File: config.mk
export PLATFORM = sky130hd
export DESIGN_NAME = intlv_bank_scheduler
export DESIGN_NICKNAME = d
export VERILOG_FILES = /design/src/rtl/intlv_pkg.sv /design/src/rtl/intlv_blk_counter.sv /design/src/rtl/intlv_bank_scheduler.sv
export SDC_FILE = /design/constraint.sdc
export NUM_CORES = 1
export LEC_CHECK = 0
export CAP_MARGIN = 15
export CELL_PAD_IN_SITES_DETAIL_PLACEMENT = 2
export CELL_PAD_IN_SITES_GLOBAL_PLACEMENT = 2
export CORE_MARGIN = 3
export CORE_UTILIZATION = 28
export CTS_CLUSTER_SIZE = 12
export DETAILED_ROUTE_END_ITERATION = 16
export PLACE_DENSITY = 0.84
export SLEW_MARGIN = 20
export SYNTH_ARGS = -nofsm -noshare
export SYNTH_HDL_FRONTEND = slang
export SYNTH_SLANG_ARGS = --single-unit
File: constraint.sdc
create_clock -name clk -period 1.7 [get_ports clk]
set_input_delay 0.17 -clock clk [delete_from_list [all_inputs] [get_ports clk]]
set_output_delay 0.17 -clock clk [all_outputs]
set_load 0.02 [all_outputs]
File: src/rtl/intlv_pkg.sv
// Shared types and constants for the turbo interleaver bank scheduler.
// Holds the block sizes, the per-bank state enum and the size-to-last-index helper.
package intlv_pkg;

  localparam int K_SMALL = 1056;
  localparam int K_LARGE = 6144;
  localparam int ADDR_W  = 13;

  typedef enum logic [1:0] {
    BK_EMPTY,
    BK_FILL,
    BK_FULL,
    BK_DRAIN
  } bank_st_e;

  // Last linear index of a block with the given size tag.
  function automatic int blk_last(input logic sz,
                                  input int   ks,
                                  input int   kl);
    return sz ? (kl - 1) : (ks - 1);
  endfunction

endpackage

File: src/rtl/intlv_blk_counter.sv
// Linear index counter for one side (write or read) of the bank scheduler.
// Ports: clk, reset_n, i_clear, i_en, i_size -> o_count, o_last (count == K-1).
module intlv_blk_counter
  import intlv_pkg::*;
#(
  parameter int ADDR_W  = intlv_pkg::ADDR_W,
  parameter int K_SMALL = intlv_pkg::K_SMALL,
  parameter int K_LARGE = intlv_pkg::K_LARGE
) (
  input  logic              clk,
  input  logic              reset_n,
  input  logic              i_clear,
  input  logic              i_en,
  input  logic              i_size,
  output logic [ADDR_W-1:0] o_count,
  output logic              o_last
);

  logic [ADDR_W-1:0] r_cnt;
  logic [ADDR_W-1:0] w_lim;

  assign w_lim   = ADDR_W'(blk_last(i_size, K_SMALL, K_LARGE));
  assign o_last  = (r_cnt == w_lim);
  assign o_count = r_cnt;

  always_ff @(posedge clk or negedge reset_n) begin
    if (!reset_n) begin
      r_cnt <= '0;
    end else if (i_clear) begin
      r_cnt <= '0;
    end else if (i_en) begin
      r_cnt <= o_last ? '0 : r_cnt + ADDR_W'(1);
    end
  end

endmodule

File: src/rtl/intlv_bank_scheduler.sv
// Ping-pong bank scheduler: fills one interleaver RAM bank while draining the other.
// Ports: wr_start/ack, wr_valid/ready, ram_we, wr_addr | rd_valid/ready, rd_bank,
//   rd_addr, rd_blk_size, rd_last, blk_done | bank_full, wr_abort (INTLV_SCHED_ABORT_EN).
module intlv_bank_scheduler
  import intlv_pkg::*;
#(
  parameter int K_SMALL = intlv_pkg::K_SMALL,
  parameter int K_LARGE = intlv_pkg::K_LARGE,
  parameter int ADDR_W  = intlv_pkg::ADDR_W
) (
  input  logic              clk,
  input  logic              reset_n,
  input  logic              wr_start,
  input  logic              wr_blk_size,
  output logic              wr_start_ack,
  input  logic              wr_valid,
  output logic              wr_ready,
  output logic [1:0]        ram_we,
  output logic [ADDR_W-1:0] wr_addr,
  input  logic              rd_ready,
  output logic              rd_valid,
  output logic              rd_bank,
  output logic [ADDR_W-1:0] rd_addr,
  output logic              rd_blk_size,
  output logic              rd_last,
  output logic              blk_done,
  output logic [1:0]        bank_full,
  input  logic              wr_abort
);

  bank_st_e          r_st [2];
  bank_st_e          w_st_nx [2];
  logic [1:0]        r_tag, w_tag_nx;
  logic              r_wp, r_rp, w_wp_nx, w_rp_nx;
  logic              r_ack, r_wr_ready, r_blk_done;
  logic [ADDR_W-1:0] w_wcnt, w_rcnt;
  logic              w_wlast, w_rlast;
  logic              w_start, w_wr_xfer, w_wr_done, w_abort;
  logic              w_rd_go, w_rd_valid, w_rd_xfer, w_rd_done;

  assign w_start    = wr_start && (r_st[r_wp] == BK_EMPTY);
  assign w_wr_xfer  = wr_valid && r_wr_ready;
  assign w_wr_done  = w_wr_xfer && w_wlast && !w_abort;
  assign w_rd_go    = (r_st[r_rp] == BK_FULL);
  assign w_rd_valid = (r_st[r_rp] == BK_DRAIN);
  assign w_rd_xfer  = w_rd_valid && rd_ready;
  assign w_rd_done  = w_rd_xfer && w_rlast;

`ifdef INTLV_SCHED_ABORT_EN
  assign w_abort = wr_abort && (r_st[r_wp] == BK_FILL);
`else
  logic w_unused_abort;
  assign w_unused_abort = wr_abort;
  assign w_abort        = 1'b0;
`endif

  intlv_blk_counter #(
    .ADDR_W (ADDR_W),
    .K_SMALL(K_SMALL),
    .K_LARGE(K_LARGE)
  ) u_wcnt (
    .clk    (clk),
    .reset_n(reset_n),
    .i_clear(w_start | w_abort),
    .i_en   (w_wr_xfer & ~w_abort),
    .i_size (r_tag[r_wp]),
    .o_count(w_wcnt),
    .o_last (w_wlast)
  );

  intlv_blk_counter #(
    .ADDR_W (ADDR_W),
    .K_SMALL(K_SMALL),
    .K_LARGE(K_LARGE)
  ) u_rcnt (
    .clk    (clk),
    .reset_n(reset_n),
    .i_clear(w_rd_go),
    .i_en   (w_rd_xfer),
    .i_size (r_tag[r_rp]),
    .o_count(w_rcnt),
    .o_last (w_rlast)
  );

  // Write side only touches bank[wp] (EMPTY/FILL), read side only bank[rp]
  // (FULL/DRAIN), so both updates can apply in the same cycle.
  always_comb begin
    w_st_nx  = r_st;
    w_tag_nx = r_tag;
    w_wp_nx  = r_wp;
    w_rp_nx  = r_rp;
    unique case (1'b1)
      w_start: begin
        w_st_nx[r_wp]  = BK_FILL;
        w_tag_nx[r_wp] = wr_blk_size;
      end
      w_abort: w_st_nx[r_wp] = BK_EMPTY;
      w_wr_done: begin
        w_st_nx[r_wp] = BK_FULL;
        w_wp_nx       = ~r_wp;
      end
      default: ;
    endcase
    unique case (1'b1)
      w_rd_go: w_st_nx[r_rp] = BK_DRAIN;
      w_rd_done: begin
        w_st_nx[r_rp] = BK_EMPTY;
        w_rp_nx       = ~r_rp;
      end
      default: ;
    endcase
  end

  always_ff @(posedge clk or negedge reset_n) begin
    if (!reset_n) begin
      r_st[0]    <= BK_EMPTY;
      r_st[1]    <= BK_EMPTY;
      r_tag      <= '0;
      r_wp       <= 1'b0;
      r_rp       <= 1'b0;
      r_ack      <= 1'b0;
      r_wr_ready <= 1'b0;
      r_blk_done <= 1'b0;
    end else begin
      r_st[0]    <= w_st_nx[0];
      r_st[1]    <= w_st_nx[1];
      r_tag      <= w_tag_nx;
      r_wp       <= w_wp_nx;
      r_rp       <= w_rp_nx;
      r_ack      <= w_start;
      r_wr_ready <= (w_st_nx[w_wp_nx] == BK_FILL);
      r_blk_done <= w_rd_done;
    end
  end

  assign wr_start_ack = r_ack;
  assign wr_ready     = r_wr_ready;
  assign ram_we       = !w_wr_xfer ? 2'b00 : (r_wp ? 2'b10 : 2'b01);
  assign wr_addr      = w_wcnt;
  assign rd_valid     = w_rd_valid;
  assign rd_bank      = r_rp;
  assign rd_addr      = w_rcnt;
  assign rd_blk_size  = w_rd_valid & r_tag[r_rp];
  assign rd_last      = w_rd_valid & w_rlast;
  assign blk_done     = r_blk_done;
  assign bank_full[0] = (r_st[0] == BK_FULL) || (r_st[0] == BK_DRAIN);
  assign bank_full[1] = (r_st[1] == BK_FULL) || (r_st[1] == BK_DRAIN);

endmodule

==> results.md, run 1 <==
* Total wire length at 10.04 mm
* Outcome: finished, violations left
* Fraction of synthesis flops using an asynchronous set or reset pin at 100.0%
* CP max-delay cell: dfrtp_1
* Worst VDD drop at about 0.36 mV
* Routed len/inst at 23.68 um
* Post-Route Utilization at 50.13%
* Routed Antenna Nets at 0
* # diodes at 0
* Most common cell in the netlist: dfrtp_1
* Setup ws final at -0.1578 ns
* Synth top area cells: dfrtp_1 (45%), nand2_1 (4.5%), nor2_1 (4.5%), xor2_1 (3.4%), nand3_1 (3.2%)
* Worst-Skew Late Latency at about 0.32 ns
* Cell count of the worst reg-to-reg path at 5
* Slew headroom at 65.63%
* Initial Util at between 20% and 30%
* First-pass GRT wire length at 13.86 mm
* Largest net degree at the start of global routing at 38
* Post-synthesis sequential area ratio at 44.88%
* Share of cells above drive strength 1 at between 40% and 50%
* Rows at 30
* Die X-Extent at 91.84 um
* TNS Setup at -0.8896 ns
* Clock-pin slew on the worst setup and hold paths at ~0.090 ns
* Cell count after synthesis at 223
* # setup viols final at 15
* Levels on crit path at 5
* Mapped Area at 0.002063 mm^2
* Pins Over Slew Limit at 0
* Worst EP required at 1.90 ns
* Area Overhead vs Synth at 69.62%
* Fillers at approximately 750
* Max Freq at around 540 MHz
* Skew final at 0.01065 ns
* IO Port Bufs at 42
* H-tree depth at 2
* Core ar. at 0.006982 mm^2
* Die area at 0.008435 mm^2
* Yosys warns at 0
* P per Cell Area at 672.2 mW/mm^2
* Post-route DRC at 0
* Layout Nets at 336
* GRT Overall Usage at 20.80%
* Syn avg cell area at approximately 9.3 um^2
* Library cells used by synthesis at 50
* Violated checks: negative setup slack
* Vias in the first global route at 2540
* Number of synthesized register bits at 37
* Leak at 1.520 nW
* Largest delay share family, worst path: compound AO/OA/AOI/OAI gates
* Final Cycle Share at 109.3%
* Post-DP HPWL at around 5.6 mm
* Post-synth EDFFs at 0
* TritonCTS clock tree: done
* Max Cap Viol at 0
* Initial DRC Count at 75
* Grt total ovfl at 0
* Arrival @ worst endpoint at 2.06 ns
* Gpl congestion at between 0.8 and 0.9
* CTS max path bufs at 2
* CTS Sinks at 37
* Cell Chain, Critical Path: and4_1, buf_4, nand4_1, o211a_1, a221o_1
* Post-synth top cells: dfrtp_1 (37), nand2_1 (25), nor2_1 (25)
* RSZ-0062 raised after global routing: true
* Vias per inst at around 5.4
* WS Path Type: reg2reg
* Initial antenna violation count at 0
* Root buffer cell: clkbuf_8
* CTS buffer count at 5
* Synth top area share at between 40% and 50%
* Synth Net Count at 232
* Tmin final at 1.858 ns
* First-pass DRT Iterations at 4
* Vias at 2310
* Endpoints failing hold at 0
* Crit-path max cell delay at 0.43 ns
* Cell taking the most area after synthesis: dfrtp_1
* Hold Crit Class: in2async
* IO Pins at 44
* Most used DFF post-synth: dfrtp_1
* Die height at 91.84 um
* Slew @ Worst Pin at 0.5155 ns
* CP Capture Type: flop
* Crit path max fanout at 4
* Nature of the critical path startpoint: flop
* Bufs and invs on worst path at 1
through the flow:
stage / power (mW) / instances / worst slack [ns] / cell area [um^2] / hold slack, ns
floorplan: 1.241 / 223 / -0.0005755 / 2098 / -0.1256
global placement: 1.496 / 398 / -0.1479 / 2950 / 0.2529
detailed placement: 1.538 / 398 / -0.2305 / 2950 / 0.2711
CTS: 2.233 / 412 / -0.09508 / 3186 / 0.4849
global route: 2.450 / 424 / -0.1986 / 3500 / 0.5220
finish: 2.352 / 424 / -0.1578 / 3500 / 0.4479
cells by family after synthesis:
logic type      synth area share (%)
buf+inv                        3.578
mux                            2.789
compound gates                 16.01
xor+xnor                       5.519
fa+ha+maj                      1.213
flops                          44.88
simple gates                   26.02
power breakdown:
group	switching [mW]	internal (mW)
combinational	0.355	0.313
clock	0.384	0.286
sequential	0.0711	0.944
total	0.810	1.54
layer usage:
layer / track usage, % / share of wire, %
met4: 7.054 / 4.4
met2: 36.68 / 53
met5: 0 / 0
met1: 25.86 / 40
met3: 3.035 / 2.7
cell type report:
| class | instances | area (um^2) | area share, % |
|---|---|---|---|
| multi-input combinational | 168 | 1368 | 39.08 |
| timing repair buffer | 109 | 973.4 | 27.82 |
| sequential | 37 | 933.4 | 26.67 |
| tap | 96 | 120.1 | 3.432 |
| clock buffer | 6 | 72.57 | 2.074 |
| inverter | 6 | 22.52 | 0.6435 |
| clock inverter | 2 | 10.01 | 0.2860 |
layout by cell type (no fill, tap or decap), types with 5 or more instances in the layout:
cell type,count
clkbuf_8,5
nor2_4,9
clkdlybuf4s50_1,33
xnor2_1,5
nand4_1,7
buf_4,59
dfrtp_1,31
nand2_1,23
xor2_1,7
dfrtp_2,6
nor2_1,14
nand3_1,12
buf_6,6
o21ai_1,5
timing repair:
action / CTS / global route
hold endpoints to repair: 37 / 0
setup buffers: 5 / 12
pin swaps: 10 / 27
endpoints found under the setup margin: 28 / 34
gates resized for setup: 37 / 54
hold buffers: 1 / 0
worst min-delay path: cells and delay by family:
kind / cells / cell delay, ns
buffers and inverters: 3 / 1.06
sequential cells by signal, indices dropped and copies added (netlist names), 2 cells and up:
register        flops
r_st                4
u_wcnt.o_count     13
r_tag               2
u_rcnt.o_count     13
worst paths after layout:
kind | to | slack [ns] | from
setup / recovery | u_rcnt.o_count[11]$_DFFE_PN0P_ | -0.16 | u_rcnt.o_count[7]$_DFFE_PN0P_
hold / removal | u_wcnt.o_count[6]$_DFFE_PN0P_ | 0.45 | reset_n
setup reg to reg | u_rcnt.o_count[11]$_DFFE_PN0P_ | -0.16 | u_rcnt.o_count[7]$_DFFE_PN0P_
hold reg to reg | r_tag[0]$_DFFE_PN0P_ | 0.62 | r_tag[0]$_DFFE_PN0P_
max in group asynchronous | rd_bank$_DFFE_PN0P_ | 0.85 | reset_n
min in group clk | u_wcnt.o_count[0]$_DFFE_PN0P_ | 0.53 | wr_valid
Note: power is estimated with default switching activity, not from simulation.
==> inputs of run 2 (changes only) <==
--- a/config.mk
+++ b/config.mk
@@ -10,6 +10,7 @@
 export CELL_PAD_IN_SITES_GLOBAL_PLACEMENT = 2
 export CORE_MARGIN = 3
 export CORE_UTILIZATION = 28
+export CTS_CLUSTER_DIAMETER = 120
 export CTS_CLUSTER_SIZE = 12
 export DETAILED_ROUTE_END_ITERATION = 16
 export PLACE_DENSITY = 0.84
==> results of run 2 <==
No change in the layout: final DEF, timing and power equal those of run 1.
